--- config.mk ---
export PLATFORM = sky130hd
export DESIGN_NAME = keypad_scanner_flat
export DESIGN_NICKNAME = d
export VERILOG_FILES = /design/src/rtl/keypad_pkg.sv /design/src/rtl/keypad_scanner_if.sv /design/src/rtl/keypad_debounce.sv /design/src/rtl/keypad_scanner.sv /design/src/flat_wrapper.sv
export SDC_FILE = /design/constraint.sdc
export NUM_CORES = 1
export LEC_CHECK = 0
export ABC_AREA = 1
export CORE_MARGIN = 3
export CORE_UTILIZATION = 35
export DETAILED_ROUTE_END_ITERATION = 6
export PLACE_DENSITY_LB_ADDON = 0.1
export SLEW_MARGIN = 0
export SYNTH_ARGS = -nofsm -noshare
export SYNTH_HDL_FRONTEND = slang
export SYNTH_SLANG_ARGS = --single-unit
--- constraint.sdc ---
create_clock -name clk1khz -period 4.15 [get_ports clk1khz]
set_input_delay 0.83 -clock clk1khz [delete_from_list [all_inputs] [get_ports clk1khz]]
set_output_delay 0.83 -clock clk1khz [all_outputs]
set_load 0.02 [all_outputs]
--- src/rtl/keypad_pkg.sv ---
// Shared keypad/display constants: strobe encodings, matrix geometry, Snake key indices.
// Helpers here are pure combinational functions used by the scanner and its debouncer.
package keypad_pkg;

  localparam int KEY_IDX_W = 4;
  localparam int NUM_COLS  = 4;
  localparam int NUM_ROWS  = 4;
  localparam int NUM_KEYS  = NUM_COLS * NUM_ROWS;

  // Same active-low one-hot rotation as the display mux anode drive.
  localparam logic [NUM_COLS-1:0] COL_STROBE_0 = 4'b1110;
  localparam logic [NUM_COLS-1:0] COL_STROBE_1 = 4'b1101;
  localparam logic [NUM_COLS-1:0] COL_STROBE_2 = 4'b1011;
  localparam logic [NUM_COLS-1:0] COL_STROBE_3 = 4'b0111;

  // Key index = col*4 + row.
  localparam logic [KEY_IDX_W-1:0] KEY_UP    = 4'd1;
  localparam logic [KEY_IDX_W-1:0] KEY_LEFT  = 4'd4;
  localparam logic [KEY_IDX_W-1:0] KEY_DOWN  = 4'd9;
  localparam logic [KEY_IDX_W-1:0] KEY_RIGHT = 4'd6;
  localparam logic [KEY_IDX_W-1:0] KEY_START = 4'd15;

  typedef logic [NUM_KEYS-1:0] key_map_t;

  function automatic logic [NUM_COLS-1:0] col_strobe(input logic [1:0] idx);
    logic [NUM_COLS-1:0] s;
    case (idx)
      2'd0:    s = COL_STROBE_0;
      2'd1:    s = COL_STROBE_1;
      2'd2:    s = COL_STROBE_2;
      default: s = COL_STROBE_3;
    endcase
    return s;
  endfunction

  function automatic logic is_single_key(input key_map_t m);
    return (m != '0) && ((m & (m - key_map_t'(1))) == '0);
  endfunction

  function automatic logic [KEY_IDX_W-1:0] key_index(input key_map_t m);
    logic [KEY_IDX_W-1:0] idx;
    idx = '0;
    for (int i = NUM_KEYS - 1; i >= 0; i--) begin
      if (m[i]) idx = KEY_IDX_W'(i);
    end
    return idx;
  endfunction

endpackage

--- src/rtl/keypad_scanner_if.sv ---
// Keypad pins plus the debounced key report, as seen by the scanner (master) and its user (slave).
interface keypad_scanner_if;
  import keypad_pkg::*;

  logic [NUM_ROWS-1:0]  ROW;
  logic [NUM_COLS-1:0]  COL;
  logic [KEY_IDX_W-1:0] key_code;
  logic                 key_valid;
  logic                 key_held;
  key_map_t             key_map;

  modport master (
    input  ROW,
    output COL,
    output key_code,
    output key_valid,
    output key_held,
    output key_map
  );

  modport slave (
    output ROW,
    input  COL,
    input  key_code,
    input  key_valid,
    input  key_held,
    input  key_map
  );

endinterface

--- src/rtl/keypad_debounce.sv ---
// Whole-map debouncer: loads key_map after DEBOUNCE_SWEEPS identical sweeps, pulses key_valid
// for a fresh single-key press out of an all-released map; acts one cycle after sweep_done.
module keypad_debounce
  import keypad_pkg::*;
#(
  parameter int DEBOUNCE_SWEEPS = 2
) (
  input  logic                 clk,
  input  logic                 rst_n,
  input  logic                 sweep_done,
  input  key_map_t             raw,
  output key_map_t             key_map,
  output logic                 key_held,
  output logic                 key_valid,
  output logic [KEY_IDX_W-1:0] key_code
);

  localparam logic [3:0] CNT_MAX = 4'(DEBOUNCE_SWEEPS);

  key_map_t   prev_raw;
  logic [3:0] stable_cnt;
  logic [3:0] cnt_next;
  logic       load;
  logic       press;

  always_comb begin
    cnt_next = 4'd0;
    if (raw == prev_raw) begin
      cnt_next = (stable_cnt == CNT_MAX) ? CNT_MAX : stable_cnt + 4'd1;
    end
    // Only the transition into the threshold loads; a saturated count never reloads.
    load  = sweep_done && (cnt_next == CNT_MAX) && (stable_cnt != CNT_MAX);
    press = load && (key_map == '0) && is_single_key(raw);
  end

  always_ff @(posedge clk or negedge rst_n) begin
    if (!rst_n) begin
      prev_raw   <= '0;
      stable_cnt <= 4'd0;
      key_map    <= '0;
      key_held   <= 1'b0;
      key_valid  <= 1'b0;
      key_code   <= '0;
    end else begin
      key_valid <= press;
      if (sweep_done) begin
        prev_raw   <= raw;
        stable_cnt <= cnt_next;
      end
      if (load) begin
        key_map  <= raw;
        key_held <= (raw != '0);
      end
      if (press) begin
        key_code <= key_index(raw);
      end
    end
  end

endmodule

--- src/rtl/keypad_scanner.sv ---
// 4x4 active-low keypad scanner: column strobe rotation, 2-flop row sync, raw snapshot per sweep.
// A press stable on the pins is reported within (DEBOUNCE_SWEEPS+2)*4*SCAN_HOLD+2 cycles.
module keypad_scanner
  import keypad_pkg::*;
#(
  parameter int SCAN_HOLD       = 3,
  parameter int DEBOUNCE_SWEEPS = 2
) (
  input  logic             clk1khz,
  input  logic             rst_n,
  keypad_scanner_if.master kp
);

  localparam int HOLD_W = (SCAN_HOLD > 1) ? $clog2(SCAN_HOLD) : 1;
  localparam logic [HOLD_W-1:0] HOLD_LAST = HOLD_W'(SCAN_HOLD - 1);

  logic [NUM_ROWS-1:0] row_meta;
  logic [NUM_ROWS-1:0] row_sync;
  logic [HOLD_W-1:0]   hold_cnt;
  logic [1:0]          col_idx;
  logic [NUM_COLS-1:0] col_q;
  key_map_t            raw;
  logic                sweep_done;
  logic                sample;

  // Sampling on the last hold cycle lets the strobe propagate through both sync flops first.
  assign sample = (hold_cnt == HOLD_LAST);

  always_ff @(posedge clk1khz or negedge rst_n) begin
    if (!rst_n) begin
      row_meta   <= '1;
      row_sync   <= '1;
      hold_cnt   <= '0;
      col_idx    <= 2'd0;
      col_q      <= COL_STROBE_0;
      raw        <= '0;
      sweep_done <= 1'b0;
    end else begin
      row_meta   <= kp.ROW;
      row_sync   <= row_meta;
      sweep_done <= sample && (col_idx == 2'd3);
      if (sample) begin
        hold_cnt                            <= '0;
        raw[col_idx*NUM_ROWS +: NUM_ROWS]   <= ~row_sync;
        col_idx                             <= col_idx + 2'd1;
        col_q                               <= col_strobe(col_idx + 2'd1);
      end else begin
        hold_cnt <= hold_cnt + HOLD_W'(1);
      end
    end
  end

  assign kp.COL = col_q;

  keypad_debounce #(
    .DEBOUNCE_SWEEPS (DEBOUNCE_SWEEPS)
  ) u_debounce (
    .clk        (clk1khz),
    .rst_n      (rst_n),
    .sweep_done (sweep_done),
    .raw        (raw),
    .key_map    (kp.key_map),
    .key_held   (kp.key_held),
    .key_valid  (kp.key_valid),
    .key_code   (kp.key_code)
  );

endmodule

--- src/flat_wrapper.sv ---
// flat-port wrapper written by rule: the top's interface ports become plain ports
module keypad_scanner_flat import keypad_pkg::*;
#(
  parameter int SCAN_HOLD       = 3,
  parameter int DEBOUNCE_SWEEPS = 2
)
  (clk1khz, rst_n, kp_ROW, kp_COL, kp_key_code, kp_key_valid, kp_key_held, kp_key_map);
  keypad_scanner_if kp_i ();
  input  logic clk1khz;
  input  logic rst_n;
  input wire logic [$bits(kp_i.ROW)-1:0] kp_ROW;
  output wire logic [$bits(kp_i.COL)-1:0] kp_COL;
  output wire logic [$bits(kp_i.key_code)-1:0] kp_key_code;
  output wire logic [$bits(kp_i.key_valid)-1:0] kp_key_valid;
  output wire logic [$bits(kp_i.key_held)-1:0] kp_key_held;
  output wire logic [$bits(kp_i.key_map)-1:0] kp_key_map;
  assign kp_i.ROW = kp_ROW;
  assign kp_COL = kp_i.COL;
  assign kp_key_code = kp_i.key_code;
  assign kp_key_valid = kp_i.key_valid;
  assign kp_key_held = kp_i.key_held;
  assign kp_key_map = kp_i.key_map;
  keypad_scanner #(.SCAN_HOLD(SCAN_HOLD), .DEBOUNCE_SWEEPS(DEBOUNCE_SWEEPS)) u_core (.clk1khz(clk1khz), .rst_n(rst_n), .kp(kp_i));
endmodule
==> results of run 1 <==
## power by group through the flow
stage          Sequential, mW  Combinational (mW)  Clock, mW
2_1_floorplan           0.780              0.0745          0
3_3_place_gp            0.790               0.105          0
3_5_place_dp            0.791               0.105          0
4_1_cts                 0.777               0.106      0.596
5_1_grt                 0.781               0.120      0.636
6_report                0.777               0.104      0.576
## final cells by class
class                      instances  share of cell area
sequential                        75              0.4214
multi-input combinational        347              0.3798
timing repair buffer              32             0.07027
inverter                          54             0.04573
tap                              136             0.03793
clock buffer                       9             0.02761
clock inverter                     7             0.01729
## metrics by stage
step	worst slack (ns)	utilization
2_1_floorplan	2.434	-
3_3_place_gp	2.033	0.4060
3_5_place_dp	2.010	0.4060
4_1_cts	1.810	0.4251
5_1_grt	1.743	0.4251
6_report	1.831	0.4251
## sequential cells by signal (all words and copies together), names as in the netlist
name / flops
u_core.raw: 16
u_core.u_debounce.key_code: 4
u_core.u_debounce.stable_cnt: 4
u_core.u_debounce.key_map: 16
u_core.u_debounce.prev_raw: 16
u_core.u_debounce.key_held: 1
u_core.kp.COL: 4
u_core.u_debounce.key_valid: 1
u_core.row_meta: 4
u_core.sweep_done: 1
u_core.hold_cnt: 2
u_core.col_idx: 2
u_core.row_sync: 4
## layer usage
layer  share of wire  global-route usage
met3           0.047             0.03587
met4           0.013             0.04785
met2            0.45              0.2324
met5               0                   0
met1            0.49              0.2078
## worst register-to-register path, delay by kind of cell (launching register included)
family	cells	cell delay, ns
compound gates	1	0.07
buf+inv	2	0.51
flops	1	0.51
simple gates	9	0.94
## kinds of logic (layout without fill, tap and decap cells)
family | count (synthesis) | count (layout) | share of synthesized area
DFF | 75 | 75 | 0.4866
AOI/OAI and AO/OA | 64 | 64 | 0.1031
xor gates and xnor gates | 12 | 12 | 0.02705
and+or+nand+nor | 264 | 264 | 0.2860
adders and majority gates | 7 | 7 | 0.02254
buffers and inverters | 67 | 102 | 0.07472
## path summary, 6_finish.rpt
path | end | cells past startpoint
worst min register to register | u_core.row_sync[1]$_DFF_PN1_ | 0
worst max register to register | u_core.u_debounce.key_map[3]$_DFFE_PN0P_ | 12
min in group asynchronous | u_core.u_debounce.key_code[0]$_DFFE_PN0P_ | 1
max in group asynchronous | u_core.u_debounce.key_code[2]$_DFFE_PN0P_ | 1
worst min-delay path | u_core.row_sync[1]$_DFF_PN1_ | 0
worst max-delay path | kp_COL[1] | 1
## cells in the final DEF, fill, tap and decap left out, drive strengths merged, types with 2 or more instances in the layout
cell	n
buf	2
o31ai	5
dfrtp	64
clkdlybuf4s50	30
xor2	6
dfstp	11
nor3	2
nor2	69
ha	7
nand3	19
clkbuf	9
o22ai	4
xnor2	6
clkinv	4
a21oi	7
inv	52
clkinvlp	4
o21ai	47
nand2	167
nand4	6
==> summary.json, run 1 <==
{
  "drt_first_pass_iters": {"value": 4},
  "final.fill_count": {"value": 1090},
  "worst-r2r-setup-slack": {"value": 2.03, "unit": "ns"},
  "ys_top_cells_by_area": {"value": "dfrtp_1, nand2_1, dfstp_2"},
  "timing.slew.headroom": {"value": 0.3534},
  "endpoint_kind": {"value": "output pin"},
  "initial_core_util": {"value": 0.3681},
  "total_number_of_placement_rows": {"value": 37},
  "cell_area_power_density": {"value": 324.7, "unit": "mW/mm2"},
  "grt-ovfl-total": {"value": 0},
  "finalSetupTns": {"value": 0, "unit": "ns"},
  "post_cts_resized": {"value": 0},
  "floorplan.io_pins": {"value": 32},
  "die_height": {"value": 111.4, "unit": "um"},
  "ff_latch_count_synth": {"value": 75},
  "cts.clk_slew.worst_paths": {"value": 0.09, "unit": "ns"},
  "die_area": {"value": 0.01240, "unit": "mm2"},
  "largest_net_degree_at_the_start_of_global_routing": {"value": 76},
  "clock_tree.buffer_depth": {"value": 2},
  "finish.instance_area": {"value": 0.004487, "unit": "mm2"},
  "cp_max_fo": {"value": 2},
  "total_power": {"value": 1.457, "unit": "mW"},
  "net-switching-power": {"value": 0.3898, "unit": "mW"},
  "postSynth.asyncResetShare": {"value": 1.000},
  "htreeDepth": {"value": 3},
  "clock.fmax": {"value": 0.4313, "unit": "GHz"},
  "synth_common_cells": {"value": "nand2_1, dfrtp_1, nor2_1"},
  "worst_hold_startpoint": {"value": "u_core.row_meta[1]$_DFF_PN1_"},
  "synth_warnings": {"value": 0},
  "gr-usage-all-layers": {"value": 0.1498},
  "portBuffers": {"value": 31},
  "seq_power_share": {"value": 0.533},
  "die_w": {"value": 111.4, "unit": "um"},
  "finalSetupViolations": {"value": 0},
  "area_occupied_by_registers": {"value": 0.001891, "unit": "mm2"},
  "peak_supply_drop": {"value": 0.1723, "unit": "mV"},
  "crit_path_start": {"value": "u_core.kp.COL[1]$_DFFE_PN1P_"},
  "worst_path_max_delay_cell": {"value": "clkdlybuf4s50_1"},
  "synth_enable_flop_cells": {"value": 0},
  "cp.arrival": {"value": 1.49, "unit": "ns"},
  "power_report.internal_total": {"value": 1.067, "unit": "mW"},
  "avgRoutedWirePerCell": {"value": 13.57, "unit": "um"},
  "grt_setup_unrepaired": {"value": "no"},
  "place.detailed.instances": {"value": 644},
  "route.detailed.drc": {"value": 0},
  "timing_worst_setup_path_type": {"value": "reg -> out"},
  "final_layout_size_suffix_gt1_frac": {"value": 0.1336},
  "synth.distinct_cells": {"value": 31},
  "yosysTopAreaCellShare": {"value": 0.4122},
  "fin_skew": {"value": 0.008454, "unit": "ns"},
  "leakagePower": {"value": 2.080, "unit": "nW"},
  "number_of_global_route_vias_before_repair": {"value": 2941},
  "vias": {"value": 3090},
  "power.clock.fraction": {"value": 0.396},
  "critical_path.max_stage_delay": {"value": 0.60, "unit": "ns"},
  "critical_path_buf_inv_count": {"value": 1},
  "synthDominantAreaCellType": {"value": "dfrtp_1"},
  "place_area": {"value": 0.004285, "unit": "mm2"},
  "mappedNetlistArea": {"value": 0.003885, "unit": "mm2"},
  "fraction_of_the_yosys_area_taken_by_sequential_cells": {"value": 0.4866},
  "min-delay-path-class": {"value": "reg -> reg"},
  "layout_min_cycle_time": {"value": 2.319, "unit": "ns"},
  "timing.critical_path.max_delay_family": {"value": "buffers and inverters"},
  "postRouteAntennaNets": {"value": 0},
  "post-cts-setup-buffers": {"value": 0},
  "switching_share": {"value": 0.2676},
  "post_layout_nonfiller_instances": {"value": 660},
  "wl": {"value": 8956, "unit": "um"},
  "cts-hold-fix-buffers": {"value": 0},
  "antenna_cells": {"value": 0},
  "first_iter_violations": {"value": 145},
  "dp.final_hpwl": {"value": 6633, "unit": "um"},
  "run_status": {"value": "finished clean"},
  "synthCells": {"value": 489},
  "clock_sink_count": {"value": 75},
  "mean_instance_size_in_the_synthesized_netlist": {"value": 7.945, "unit": "um2"},
  "most_frequent_cell_after_synthesis": {"value": "nand2_1"},
  "number_of_cts_inserted_buffers": {"value": 9},
  "synth_nets": {"value": 502},
  "share_comb_of_total_power": {"value": 0.071},
  "cts_tree": {"value": "done"},
  "required": {"value": 3.32, "unit": "ns"},
  "crit_path_start_kind": {"value": "flop"},
  "finalHoldWorstSlack": {"value": 0.3614, "unit": "ns"},
  "cap_viol_max_count": {"value": 0},
  "period_share": {"value": 0.5587},
  "area_growth": {"value": 15.49, "unit": "%"},
  "rr_startpoint": {"value": "u_core.raw[4]$_DFFE_PN0P_"},
  "grt_first_pass_wirelength": {"value": 14790, "unit": "um"},
  "final_hold_violation_count": {"value": 0},
  "multiInputGateArea": {"value": 0.001704, "unit": "mm2"},
  "core-area": {"value": 0.01056, "unit": "mm2"},
  "cts_root_buffer": {"value": "clkbuf_8"},
  "finish.net_count": {"value": 532},
  "routed_via_density": {"value": 4.682},
  "worstPathCellList": {"value": "clkdlybuf4s50_1"},
  "synth_flop_cell": {"value": "dfrtp_1"},
  "insertion_delay": {"value": 0.35, "unit": "ns"},
  "gp_congestion": {"value": 0.8232},
  "grt_antenna_before_repair": {"value": 0},
  "worst_max_slew_pin_slew": {"value": 0.9698, "unit": "ns"},
  "timing_max_transition_violations_final": {"value": 0}
}
Power figures use the tool's default switching activity.
==> run 2: changes to the inputs <==
Clock period 4.15 ns to 2.3 ns, I/O delays scaled along.
==> summary.json, run 2 (synthesis results as in run 1) <==
{
  "rr_startpoint": {"value": "u_core.raw[14]$_DFFE_PN0P_"},
  "cap_viol_max_count": {"value": 0},
  "endpoint_kind": {"value": "flop"},
  "r2r_cells": {"value": 13},
  "cts_tree": {"value": "done"},
  "clock.fmax": {"value": 0.4877, "unit": "GHz"},
  "number_of_cts_inserted_buffers": {"value": 9},
  "die_area": {"value": 0.01240, "unit": "mm2"},
  "min-delay-path-class": {"value": "in -> async"},
  "run_status": {"value": "finished clean"},
  "cts.clk_slew.worst_paths": {"value": 0.08, "unit": "ns"},
  "total_number_of_placement_rows": {"value": 37},
  "area_growth": {"value": 18.00, "unit": "%"},
  "grt_first_pass_wirelength": {"value": 15430, "unit": "um"},
  "final_hold_violation_count": {"value": 0},
  "portBuffers": {"value": 31},
  "layout_min_cycle_time": {"value": 2.050, "unit": "ns"},
  "finalSetupTns": {"value": 0, "unit": "ns"},
  "gp_congestion": {"value": 0.8122},
  "timing.rr.end": {"value": "u_core.u_debounce.key_code[0]$_DFFE_PN0P_"},
  "crit_path_start": {"value": "u_core.raw[14]$_DFFE_PN0P_"},
  "grt-ovfl-total": {"value": 0},
  "place.detailed.instances": {"value": 654},
  "mostFrequentLayoutCells": {"value": "nand2_1, dfrtp_1, nor2_1"},
  "fin_ws": {"value": 0.2497, "unit": "ns"},
  "cell_area_power_density": {"value": 575.3, "unit": "mW/mm2"},
  "period_share": {"value": 0.8914},
  "timing.slew.headroom": {"value": 0.5810},
  "required": {"value": 2.59, "unit": "ns"},
  "largest_net_degree_at_the_start_of_global_routing": {"value": 34},
  "clock_tree.buffer_depth": {"value": 2},
  "timing_worst_setup_path_type": {"value": "reg -> reg"},
  "number_of_global_route_vias_before_repair": {"value": 3085},
  "post_cts_resized": {"value": 0},
  "floorplan.io_pins": {"value": 32},
  "route.detailed.drc": {"value": 0},
  "postRouteAntennaNets": {"value": 0},
  "htreeDepth": {"value": 3},
  "post_layout_nonfiller_instances": {"value": 670},
  "dp_worst_setup_slack": {"value": 0.2519, "unit": "ns"},
  "first_iter_violations": {"value": 130},
  "finalSetupViolations": {"value": 0},
  "grt_setup_unrepaired": {"value": "no"},
  "timing_max_transition_violations_final": {"value": 0},
  "cp.arrival": {"value": 2.34, "unit": "ns"},
  "routed_via_density": {"value": 4.675},
  "final_layout_size_suffix_gt1_frac": {"value": 0.1461},
  "crit_path_end": {"value": "u_core.u_debounce.key_code[0]$_DFFE_PN0P_"},
  "post-cts-setup-buffers": {"value": 0},
  "drt_first_pass_iters": {"value": 4},
  "largest_registers": {"value": "u_core.raw x16, u_core.u_debounce.key_map x16, u_core.u_debounce.prev_raw x16"},
  "clock_sink_count": {"value": 75},
  "antenna_cells": {"value": 0},
  "cts_root_buffer": {"value": "clkbuf_8"},
  "wl": {"value": 9015, "unit": "um"},
  "vias": {"value": 3132},
  "cp_max_fo": {"value": 6},
  "worst_max_slew_pin_slew": {"value": 0.6261, "unit": "ns"},
  "total_power": {"value": 2.637, "unit": "mW"},
  "initial_core_util": {"value": 0.3681},
  "avgRoutedWirePerCell": {"value": 13.46, "unit": "um"},
  "cts-hold-fix-buffers": {"value": 0},
  "core-area": {"value": 0.01056, "unit": "mm2"},
  "die_w": {"value": 111.4, "unit": "um"},
  "crit_path_start_kind": {"value": "flop"},
  "commonest_non_fill_non_tap_cell_in_the_layout": {"value": "nand2_1"},
  "worst-r2r-setup-slack": {"value": 0.25, "unit": "ns"},
  "insertion_delay": {"value": 0.35, "unit": "ns"},
  "leakagePower": {"value": 2.153, "unit": "nW"},
  "grt_antenna_before_repair": {"value": 0},
  "dp.final_hpwl": {"value": 6783, "unit": "um"},
  "finish.net_count": {"value": 542},
  "gr-usage-all-layers": {"value": 0.1561},
  "fin_skew": {"value": 0.009412, "unit": "ns"},
  "die_height": {"value": 111.4, "unit": "um"},
  "peak_supply_drop": {"value": 0.2614, "unit": "mV"}
}
==> run 2: layout make-up <==
type                            instances  area, um2
Multi-Input combinational cell        347       1704
Sequential cell                        75       1891
Inverter                               54      207.7
Timing Repair Buffer                   42      402.9
Clock inverter                          2      13.76
Fill cell                            1093       5971
Tap cell                              136      170.2
Clock buffer                           14      195.2
==> run 2: layer usage <==
metal	up-vias	track usage	routed length [um]
li1	1614	-	-
met1	1447	0.2117	4410
met2	54	0.2445	4026
met3	17	0.03370	337
met4	0	0.06245	240
met5	-	0	0
==> run 2: through the flow <==
stage	utilization	area, um2	hold slack (ns)
2_1_floorplan	-	3885	0.1644
3_3_place_gp	0.4143	4373	0.3464
3_5_place_dp	0.4143	4373	0.3468
4_1_cts	0.4341	4582	0.05880
5_1_grt	0.4343	4584	0.07720
6_report	0.4343	4584	0.05159
==> run 2: worst min-delay path by stage <==
stage	start	to	slack (ns)	cells past startpoint
finish	rst_n	u_core.u_debounce.key_map[3]$_DFFE_PN0P_	0.05	1
CTS	rst_n	u_core.u_debounce.key_map[6]$_DFFE_PN0P_	0.06	1
floorplan	rst_n	u_core.col_idx[0]$_DFFE_PN0P_	0.16	0
detailed placement	u_core.row_meta[3]$_DFF_PN1_	u_core.row_sync[3]$_DFF_PN1_	0.35	0
global placement	u_core.row_meta[0]$_DFF_PN1_	u_core.row_sync[0]$_DFF_PN1_	0.35	0
global route	rst_n	u_core.u_debounce.key_code[0]$_DFFE_PN0P_	0.08	1
==> run 2: power by group <==
| part | leakage [nW] | total [mW] | switching [mW] | internal (mW) |
|---|---|---|---|---|
| combinational | 1.11 | 0.203 | 0.131 | 0.0717 |
| sequential | 0.932 | 1.40 | 0.0411 | 1.36 |
| clock | 0.107 | 1.03 | 0.480 | 0.554 |
==> run 2: worst max-delay path: stages (launching register included) <==
cell,delay [ns]
dfrtp_1,0.47
inv_2,0.18
nand2_1,0.07
nand2_1,0.06
nand2_1,0.06
nor2_2,0.16
nand2_2,0.08
nor2_4,0.15
nand4_2,0.11
nor2_4,0.22
nand3_4,0.16
nor2_1,0.12
nand2_1,0.08
nand2_1,0.07
